--- config.mk ---
export PLATFORM = sky130hd
export DESIGN_NAME = alu_arbiter
export DESIGN_NICKNAME = d
export VERILOG_FILES = /design/src/rtl/alu_arbiter.sv
export SDC_FILE = /design/constraint.sdc
export NUM_CORES = 1
export LEC_CHECK = 0
export ABC_CLOCK_PERIOD_IN_PS = 1900
export CAP_MARGIN = 20
export CORE_ASPECT_RATIO = 0.7
export CORE_MARGIN = 1
export CORE_UTILIZATION = 36
export DETAILED_ROUTE_END_ITERATION = 8
export PLACE_DENSITY = 0.81
export REMOVE_ABC_BUFFERS = 1
export SYNTH_ARGS = -nofsm -noshare
export SYNTH_HDL_FRONTEND = slang
export SYNTH_SLANG_ARGS = --single-unit
--- constraint.sdc ---
create_clock -name clk -period 1.9 [get_ports clk]
set_input_delay 0.38 -clock clk [delete_from_list [all_inputs] [get_ports clk]]
set_output_delay 0.38 -clock clk [all_outputs]
set_load 0.05 [all_outputs]
--- src/rtl/alu_arbiter.sv ---
// alu_arbiter: round-robin sharing of one combinational ALU between two requesters.
// Define ALU_ARB_STATS_EN to build saturating per-requester grant counters.
module alu_arbiter #(
  parameter int WIDTH = 32,
  parameter int OP_W  = 4,
  parameter int CNT_W = 16
) (
  input  logic             clk,
  input  logic             rst_n,
  input  logic             req0_valid,
  output logic             req0_ready,
  input  logic [WIDTH-1:0] req0_a,
  input  logic [WIDTH-1:0] req0_b,
  input  logic [OP_W-1:0]  req0_op,
  output logic             rsp0_valid,
  input  logic             rsp0_ready,
  output logic [WIDTH-1:0] rsp0_result,
  output logic             rsp0_zero,
  input  logic             req1_valid,
  output logic             req1_ready,
  input  logic [WIDTH-1:0] req1_a,
  input  logic [WIDTH-1:0] req1_b,
  input  logic [OP_W-1:0]  req1_op,
  output logic             rsp1_valid,
  input  logic             rsp1_ready,
  output logic [WIDTH-1:0] rsp1_result,
  output logic             rsp1_zero,
  output logic [WIDTH-1:0] alu_a,
  output logic [WIDTH-1:0] alu_b,
  output logic [OP_W-1:0]  alu_control,
  input  logic [WIDTH-1:0] alu_result,
  input  logic             alu_zero,
  output logic [CNT_W-1:0] gnt0_cnt,
  output logic [CNT_W-1:0] gnt1_cnt
);

  typedef enum logic [1:0] {
    IDLE,
    EXEC,
    RESP
  } state_t;

  state_t           state;
  state_t           state_nx;
  logic [WIDTH-1:0] op_a;
  logic [WIDTH-1:0] op_b;
  logic [OP_W-1:0]  op_c;
  logic             owner;
  logic             last_grant;
  logic             sel0;
  logic             sel1;
  logic             rsp_hs;

  // On contention the requester that did not win last time is chosen.
  always_comb begin
    state_nx = state;
    sel0     = 1'b0;
    sel1     = 1'b0;
    if (state == IDLE) begin
      sel0 = req0_valid && (!req1_valid || last_grant);
      sel1 = req1_valid && (!req0_valid || !last_grant);
    end
    rsp_hs = owner ? (rsp1_valid && rsp1_ready)
                   : (rsp0_valid && rsp0_ready);
    unique case (state)
      IDLE:    if (sel0 || sel1) state_nx = EXEC;
      EXEC:    state_nx = RESP;
      RESP:    if (rsp_hs) state_nx = IDLE;
      default: state_nx = IDLE;
    endcase
  end

  assign req0_ready  = sel0;
  assign req1_ready  = sel1;
  assign alu_a       = op_a;
  assign alu_b       = op_b;
  assign alu_control = op_c;

  always_ff @(posedge clk) begin
    if (!rst_n) begin
      state       <= IDLE;
      op_a        <= '0;
      op_b        <= '0;
      op_c        <= '0;
      owner       <= 1'b0;
      last_grant  <= 1'b1;
      rsp0_valid  <= 1'b0;
      rsp0_result <= '0;
      rsp0_zero   <= 1'b0;
      rsp1_valid  <= 1'b0;
      rsp1_result <= '0;
      rsp1_zero   <= 1'b0;
    end else begin
      state <= state_nx;
      if (sel0 || sel1) begin
        op_a       <= sel1 ? req1_a : req0_a;
        op_b       <= sel1 ? req1_b : req0_b;
        op_c       <= sel1 ? req1_op : req0_op;
        owner      <= sel1;
        last_grant <= sel1;
      end
      if (state == EXEC) begin
        if (owner) begin
          rsp1_valid  <= 1'b1;
          rsp1_result <= alu_result;
          rsp1_zero   <= alu_zero;
        end else begin
          rsp0_valid  <= 1'b1;
          rsp0_result <= alu_result;
          rsp0_zero   <= alu_zero;
        end
      end
      if (rsp0_valid && rsp0_ready) rsp0_valid <= 1'b0;
      if (rsp1_valid && rsp1_ready) rsp1_valid <= 1'b0;
    end
  end

`ifdef ALU_ARB_STATS_EN
  // Counters stick at all-ones instead of wrapping.
  always_ff @(posedge clk) begin
    if (!rst_n) begin
      gnt0_cnt <= '0;
      gnt1_cnt <= '0;
    end else begin
      if (sel0 && gnt0_cnt != '1) gnt0_cnt <= gnt0_cnt + 1'b1;
      if (sel1 && gnt1_cnt != '1) gnt1_cnt <= gnt1_cnt + 1'b1;
    end
  end
`else
  assign gnt0_cnt = '0;
  assign gnt1_cnt = '0;
`endif

endmodule
==> results by stage, run 1 <==
Outcome:
- The run finished with clean final reports.

Route:
- Once detail routing completed, the nets flagged for antenna violations numbered 0.
- The routed via count divided by cell count is 5.20.
- Wire segments on met2 add up to roughly 10 mm in the final route.
- After the first detailed-routing iteration, the DRC count stood at 446.
- The average routed wire per standard cell is 17.1 µm.
- The sum of met3 wire segment lengths after detailed routing is 1.71 mm.
- The met1 wire length is 9.80 mm.
- The first detailed-routing pass took 6 iterations.
- The routed layout has 6725 vias.
- Routed signal wires occupy layers up through met4.
- The routed wire length is 22.2 mm.
- In the routed design, unresolved DRC markers number 0.

Place:
- Prior to clock tree synthesis, the placed netlist has a worst setup slack of -0.301 ns.
- The quantity of I/O buffers inserted on ports is 312.
- The total half-perimeter wirelength after legalization and detailed placement is 15.3 mm.
- The global placement routability congestion is 0.792.

Synth:
- Among all flip-flop cells after synthesis, the most frequent one is sky130_fd_sc_hd__dfxtp_1.
- The number of different library cells used by synthesis comes to 26.
- The average footprint of a synthesized cell is roughly 8.6 µm².
- The synthesized instance count is 758.
- The sequential element share of the synthesized area is 42.9%.
- The flip-flop and latch count after synthesis is 140.
- For this run, asynchronously set or reset flops after synthesis account for 0%.
- The post-synth design cell area is 6530 µm².
- The warning count from the yosys run is 0.
- The synthesized design contains 0 enable-type register cells.

Power:
- Dividing total power by cell area gives a power density of 942 nW/µm².
- Combinational logic burns between 30% and 40% of the power.
- Internal power comes to 6.19 mW.
- For this design the static power due to leakage is about 4.7 nW.
- The clock share of power is 32.4%.
- The sequential share of power is 34.2%.
- In this run the power spent charging and discharging nets is 3.61 mW.
- The peak supply drop is 0.590 mV.
- The share of total power consumed by net switching is 36.8%.

Die:
- The number of top-level design ports is 345.
- The floorplan die width is between 150 and 200 µm.
- The die covers 18700 µm².
- The die outline height is 115 µm.
- The number of rows in the core area is 40.
- The core footprint is 17500 µm².
- Once the floorplan was initialized, standard cells occupied a little under two fifths of the core.

Global routing:
- Entering global routing, the biggest net connects 69 pins.
- The first global-routing pass estimated 34.1 mm of wire.
- The combined global-route utilization of all metal layers is between 20% and 30%.
- The number of antenna violations at the first check in global routing is 0.
- The via count of the first global-routing pass is about 6500.
- The total congestion overflow is 0.

Setup path:
- The endpoint kind of the worst setup timing path is an output port.
- The type of the worst setup path is reg2out.
- The endpoint identified for the worst register-to-register timing path is alu_b[20].
- Data on the critical path is required at its endpoint by 1.52 ns.
- The worst-path maximum fanout is 3.
- The type of origin of the critical path is a register.
- The critical path starts at state[0].
- The data arrival time of the worst path is 1.49 ns.
- The setup slack on the worst flop-to-flop path is 0.07 ns.
- The origin of the critical flop-to-flop path is state[0].
- The end point of the critical path is req0_ready.
- Measured in cells, the most critical reg-to-reg path has a length of 5.

STA:
- The clock period could shrink to 1.87 ns.
- The number of slew-limit violations in the final report is 0.
- Setup repair after global routing could not meet its margin everywhere.
- Measured against its own limit, the worst slew margin works out to a little under half.
- The worst-margin pin slew is 0.801 ns.
- The setup-violating endpoint count in the final report is 0.
- The post-route clock skew is around 0.011 ns.
- The highest clock rate is between 500 and 600 MHz.
- The final critical-path share of the clock period is between 90 and 100%.
- The number of failing hold endpoints at the final stage is 0.
- The final hold slack is around 0.42 ns.
- The smallest setup slack after layout is 0.0327 ns.

Hold path:
- The classification of the worst-slack hold path is in2reg.
- The worst hold path passes through 3 cells.

Clock network:
- After clock tree synthesis, the clock-pin slew on the worst setup and hold paths is 0.07 ns.
- Clock latency on the worst-skew pair, taken at its later pin, is 0.42 ns.
- Clock tree synthesis found a total of 140 sinks.
- In this run the deepest clock path goes through 2 buffers.
- The number of H-tree levels is 4.
- The number of hold buffers added after CTS was 0.
- The root buffer cell is sky130_fd_sc_hd__clkbuf_16.
- TritonCTS built the clock tree.
- The TritonCTS buffer count is 17.

Finish:
- The count of fill cells added during filler insertion is 1536.
- The footprint of the multi-input gates is 3290 µm².
- The sequential cell area is roughly 2800 µm².
- The antenna diode instance count is 0.
- The ratio of cells with drive above 1 in the final layout is 14.7%.
- The most common cell after layout, fill and taps aside is sky130_fd_sc_hd__clkdlybuf4s50_1.
- The library cells used most frequently in the layout, excluding fill and tap cells, are 171 x sky130_fd_sc_hd__clkdlybuf4s50_1, 138 x sky130_fd_sc_hd__dfxtp_1, 135 x sky130_fd_sc_hd__nand2_1, 92 x sky130_fd_sc_hd__buf_4, 78 x sky130_fd_sc_hd__dlygate4sd2_1.
- The synthesis-to-layout area growth is 59.3%.
- The number of nets in the finished design is 1225.

Flow run:
- Across the run, the number of max-cap violations was 0.
[layer usage]
layer / track usage [%] / up-vias
met4: 6.79 / 0
met3: 6.30 / 21
met5: 0 / -
li1: - / 3238
met1: 30.0 / 3185
met2: 37.1 / 281
[through the flow]
| stage | TNS, ns | total power, mW | instances | utilization, % | area [µm²] |
|---|---|---|---|---|---|
| 2_1_floorplan | -354.90 | 5.34 | 672 | - | 6050 |
| 3_3_place_gp | -13.63 | 6.70 | 1256 | 56.3 | 9840 |
| 3_5_place_dp | -17.19 | 6.73 | 1256 | 56.3 | 9840 |
| 4_1_cts | -0.0140 | 9.86 | 1292 | 59.4 | 10400 |
| 5_1_grt | -0.0111 | 10.2 | 1294 | 59.5 | 10400 |
| 6_report | 0 | 9.80 | 1294 | 59.5 | 10400 |
[critical path, cell delays in order (launching register included)]
cell	delay [ns]
sky130_fd_sc_hd__dfxtp_4	0.36
sky130_fd_sc_hd__or3b_4	0.41
sky130_fd_sc_hd__a21oi_4	0.15
sky130_fd_sc_hd__buf_12	0.15
[layout make-up]
type	count	share of cell area (%)
multi-input combinational	529	31.6
clock buffer	18	4.13
clock inverter	14	1.23
inverter	3	0.108
tap	231	2.78
timing repair buffer	359	33.1
sequential	140	27.0
[registers in the layout, summed over array words and instances (netlist names), 2 cells and up]
signal / flops
alu_a: 32
alu_b: 32
alu_control: 4
rsp0_result: 32
rsp1_result: 32
state: 2
[cell families (layout without fill, tap and decap cells)]
kind of cell           count (synthesis)  count (layout)  share of synthesized area [%]
other                                  1              32                         0.0574
DFF                                  140             140                           42.9
AOI/OAI and AO/OA                    274             274                           31.5
buffers and inverters                120             394                           9.22
muxes                                  2               2                          0.345
and+or+nand+nor                      221             221                           15.9
[synth_stat cells, types with 2 or more instances]
cell type	count	area share, %
sky130_fd_sc_hd__o21bai_1	68	7.8
sky130_fd_sc_hd__nand2_1	136	7.8
sky130_fd_sc_hd__dfxtp_1	140	43
sky130_fd_sc_hd__nand3_1	2	0.15
sky130_fd_sc_hd__a21oi_1	68	5.2
sky130_fd_sc_hd__and3_1	68	6.5
sky130_fd_sc_hd__buf_2	7	0.54
sky130_fd_sc_hd__nor2_1	5	0.29
sky130_fd_sc_hd__buf_6	3	0.52
sky130_fd_sc_hd__a21boi_0	68	7.8
sky130_fd_sc_hd__buf_4	32	3.7
sky130_fd_sc_hd__nor3b_1	2	0.23
sky130_fd_sc_hd__clkbuf_1	75	4.3
sky130_fd_sc_hd__or3b_2	2	0.27
sky130_fd_sc_hd__mux2_2	2	0.35
sky130_fd_sc_hd__o311a_1	68	10
sky130_fd_sc_hd__inv_1	2	0.12
sky130_fd_sc_hd__or2_1	2	0.19
[how the worst min path moves through the flow]
stage | from | slack [ns] | end
final | rst_n | 0.42 | state[0]
after global routing | rst_n | 0.44 | rsp1_result[29]
after CTS | rst_n | 0.41 | rsp1_valid
after detailed placement | rsp0_result[12] | 0.45 | rsp0_result[12]
after global placement | rsp1_result[4] | 0.44 | rsp1_result[4]
after floorplan | rst_n | 0.45 | last_grant
[power by group through the flow]
stage               Sequential, mW  Combinational (mW)  Clock [mW]
floorplan                     4.33                1.02           0
global placement              3.41                3.28           0
detailed placement            3.42                3.31           0
CTS                           3.35                3.26        3.25
global route                  3.38                3.45        3.37
finish                        3.35                3.27        3.18
[repair_timing]
action | in CTS | in global routing
gates resized for setup | 83 | 4
pin swaps | 0 | 2
setup endpoints to repair | 78 | 2
setup buffers | 3 | 2
gates cloned | 1 | 0
Note: power is estimated with default switching activity, not from simulation.
==> run 2, diff against run 1 <==
--- a/config.mk
+++ b/config.mk
@@ -7,11 +7,12 @@
 export LEC_CHECK = 0
 export ABC_CLOCK_PERIOD_IN_PS = 1900
 export CAP_MARGIN = 20
-export CORE_ASPECT_RATIO = 0.7
-export CORE_MARGIN = 1
-export CORE_UTILIZATION = 36
+export CELL_PAD_IN_SITES_DETAIL_PLACEMENT = 0
+export CELL_PAD_IN_SITES_GLOBAL_PLACEMENT = 2
+export CORE_ASPECT_RATIO = 0.6
+export CORE_UTILIZATION = 19
 export DETAILED_ROUTE_END_ITERATION = 8
-export PLACE_DENSITY = 0.81
+export PLACE_DENSITY = 0.8
 export REMOVE_ABC_BUFFERS = 1
 export SYNTH_ARGS = -nofsm -noshare
 export SYNTH_HDL_FRONTEND = slang
==> run 2 against run 1 <==
The flow now finishes with violations (negative setup slack). Critical path type unchanged. Via count fell by 0.79%. Register-to-register slack improved by 0.05 ns. Largest power group is now combinational cells. Final cell count rose by 18%. Maximum frequency shrank 4.6%. Largest cell class unchanged. Design area is 3.4% higher. Sequential power hardly changed. Combinational power up 4%. Core utilization decreased by 28 points. Die area rose by 88%. Global-route usage down 7.1 points. Setup slack worse by 0.090 ns. Sequential cell count unchanged.
==> results by stage, run 2 (synthesis results as in run 1) <==
Die:
- The overall die area was 35100 µm² (was 18700 µm²).
- The die outline height is 146 µm (was 115 µm).
- The number of top-level design ports was 345 (unchanged).
- The effective utilization at floorplan is 19.3% (was 37.4%).
- The core footprint is 33800 µm² (was 17500 µm²).
- The floorplan die width was 241 µm (was 163 µm).
- The number of rows in the core area was 52 (was 40).

Clock network:
- The CTS tree is yes (unchanged).
- The root buffer cell is sky130_fd_sc_hd__clkbuf_16 (unchanged).
- The number of sinks handled by clock tree synthesis is 140 (unchanged).
- The maximum root-to-sink buffer count is 2 (unchanged).
- The later-pin clock latency in the skew report is 0.44 ns (was 0.42 ns).
- The number of H-tree levels is 4 (unchanged).
- The clock-pin slew reported for the worst setup and hold paths after clock tree synthesis came to 0.06 ns (was 0.07 ns).
- The number of buffers added to fix hold violations after cts is 0 (unchanged).
- The TritonCTS buffer count is 17 (unchanged).

Setup path:
- The highest-delay cell along the critical path is sky130_fd_sc_hd__or3b_4 (unchanged).
- The endpoint kind of the worst setup timing path is an output port (unchanged).
- The critical register-to-register path endpoint is alu_a[10] (was alu_b[20]).
- The origin of the critical flop-to-flop path is state[1] (was state[0]).
- The worst-path maximum fanout is 4 (was 3).
- The type of the worst setup path is reg2out (unchanged).
- The end point of the critical path was req0_ready (unchanged).
- Critical Path, Cell by Cell: buf_6 -> or3b_4 -> a21oi_4 -> buf_12 (was or3b_4 -> a21oi_4 -> buf_12).
- The setup slack on the worst flop-to-flop path is 0.12 ns (was 0.07 ns).
- The data arrival time of the worst path is 1.58 ns (was 1.49 ns).
- The worst setup path startpoint is state[1] (was state[0]).
- The type of origin of the critical path is a register (unchanged).
- The largest incremental delay on the critical path was 0.39 ns (was 0.41 ns).
- The number of cells on the worst reg-to-reg path is 7 (was 5).
- The required arrival time at the worst endpoint is 1.52 ns (about the same).

STA:
- The final critical-path share of the clock period came to 103% (was 98.3%).
- Setup repair after global routing missed its margin: true (unchanged).
- The final critical delay including setup and external delays is 1.96 ns (was 1.87 ns).
- The smallest setup slack after layout is -0.0569 ns (was 0.0327 ns).
- The worst-margin pin slew is 0.889 ns (was 0.801 ns).
- The number of failing hold endpoints at the final stage is 0 (unchanged).
- The worst slew margin relative to its limit came to 40.8% (was 46.6%).
- The number of slew-limit violations in the final report is 0 (unchanged).
- The setup-violating endpoint count in the final report is 2 (was 0).
- The highest clock rate is 511 MHz (was 536 MHz).
- The post-route clock skew is 0.00928 ns (was 0.0106 ns).

Route:
- The uppermost layer routed is met4 (unchanged).
- The first-iteration detailed-routing DRC count is 407 (was 446).
- The met1 wire length is 14.0 mm (was 9.80 mm).
- The length of the first detailed-routing pass in iterations is 5 (was 6).
- The wire length on met2 is 12.5 mm (was 10.4 mm).
- The number of antenna-violating nets in the routed design is 0 (unchanged).
- The routed via count divided by cell count was 4.38 (was 5.20).
- The post-detailed-route DRC marker count is 0 (unchanged).
- The average routed wire per standard cell is 18.4 µm (was 17.1 µm).
- The sum of met3 wire segment lengths after detailed routing is 1.04 mm (was 1.71 mm).
- The total vias in the final route is 6672 (was 6725).
- The routed wire length is 27.9 mm (was 22.2 mm).

Global routing:
- The via count of the first global-routing pass is 6695 (was 6479).
- The total congestion overflow was 0 (unchanged).
- The maximum number of pins on one net before global-route repair was 70 (was 69).
- The combined global-route utilization of all metal layers is 16.0% (was 23.0%).
- The global-route wire length before repair is 42.2 mm (was 34.1 mm).
- The number of antenna violations at the first check in global routing is 0 (unchanged).

Place:
- The quantity of I/O buffers inserted on ports is 312 (unchanged).
- The number of instances in the placed design is 1482 (was 1256).
- The global placement routability congestion is 0.767 (was 0.792).
- The setup slack at placement is -0.236 ns (was -0.301 ns).
- The total half-perimeter wirelength after legalization and detailed placement is 18.7 mm (was 15.3 mm).

Finish:
- The number of cells in the finished layout apart from fillers was 1522 (was 1294).
- The ratio of cells with drive above 1 in the final layout is 15.7% (was 14.7%).
- The utilization of the core after routing is 31.8% (was 59.5%).
- The most common cell after layout, fill and taps aside is sky130_fd_sc_hd__clkdlybuf4s50_1 (unchanged).
- The antenna diode instance count is 0 (unchanged).
- The number of nets in the finished design is 1225 (unchanged).
- Commonest cells after routing, fill and taps aside: 171 x sky130_fd_sc_hd__clkdlybuf4s50_1, 138 x sky130_fd_sc_hd__dfxtp_1, 135 x sky130_fd_sc_hd__nand2_1, 97 x sky130_fd_sc_hd__buf_4 (was 171 x sky130_fd_sc_hd__clkdlybuf4s50_1, 138 x sky130_fd_sc_hd__dfxtp_1, 135 x sky130_fd_sc_hd__nand2_1, 92 x sky130_fd_sc_hd__buf_4, 78 x sky130_fd_sc_hd__dlygate4sd2_1).
- The synthesis-to-layout area growth was 64.7% (was 59.3%).

Power:
- The ratio of total power to cell area is 931 nW/µm² (was 942 nW/µm²).
- The peak supply drop is 0.598 mV (was 0.590 mV).
- The total power after layout came to 10.0 mW (was 9.80 mW).
- The leakage power figure is 4.76 nW (was 4.74 nW).

Outcome:
- The checks that failed: negative setup slack.
- Result of the run: finished with violations (was finished, final reports clean).

Hold path:
- The classification of the worst-slack hold path was in2reg (unchanged).
- The worst min-delay path startpoint is rst_n (unchanged).

Flow run:
- The number of max-cap violations is 0 (unchanged).
run 2: stage by stage:
step,setup TNS (ns),cell area (µm²),hold slack [ns]
3_5_place_dp,-14.49,10100,0.447
4_1_cts,-0.118,10700,0.381
2_1_floorplan,-354.90,6050,0.452
5_1_grt,-0.186,10700,0.423
3_3_place_gp,-14.39,10100,0.442
6_report,-0.0621,10700,0.399
run 2: area by class of cell:
cell class / count / area (µm²)
Clock inverter: 13 / 119
Sequential cell: 140 / 2810
Clock buffer: 19 / 433
Tap cell: 459 / 574
Multi-Input combinational cell: 529 / 3290
Timing Repair Buffer: 359 / 3520
Inverter: 3 / 11.3
Fill cell: 3533 / 23000
run 2: critical path, delay by kind of cell, from the launching register on:
kind | cells | cell delay, ns
and+or+nand+nor | 1 | 0.39
DFF | 1 | 0.32
buffers and inverters | 2 | 0.27
AOI/OAI and AO/OA | 1 | 0.16
run 2: worst min-delay path by stage:
stage                            endpoint  slack [ns]  depth (start not counted)
after floorplan                last_grant        0.45                          1
after global placement    rsp1_result[13]        0.44                          2
after detailed placement   rsp1_result[6]        0.45                          2
after CTS                           owner        0.38                          3
after global routing             state[0]        0.42                          3
final                               owner        0.40                          3
run 2: what timing repair did:
action / CTS / global route
resized for setup: 74 / 2
setup endpoints to repair: 66 / 7
gates cloned: 3 / 0
pin swaps: 2 / 0
buffers inserted: 5 / 0
run 2: layer usage:
layer	global-route usage [%]	vias up
li1	-	3242
met1	23.0	3266
met2	24.0	147
met3	3.24	17
met4	4.37	0
met5	0	-
run 2: power breakdown:
part / total (mW) / leakage (nW) / switching (mW) / internal (mW)
sequential: 3.36 / 1.15 / 0.145 / 3.21
clock: 3.25 / 0.260 / 1.44 / 1.81
combinational: 3.40 / 3.35 / 2.10 / 1.30
total: 10.0 / 4.76 / 3.69 / 6.32
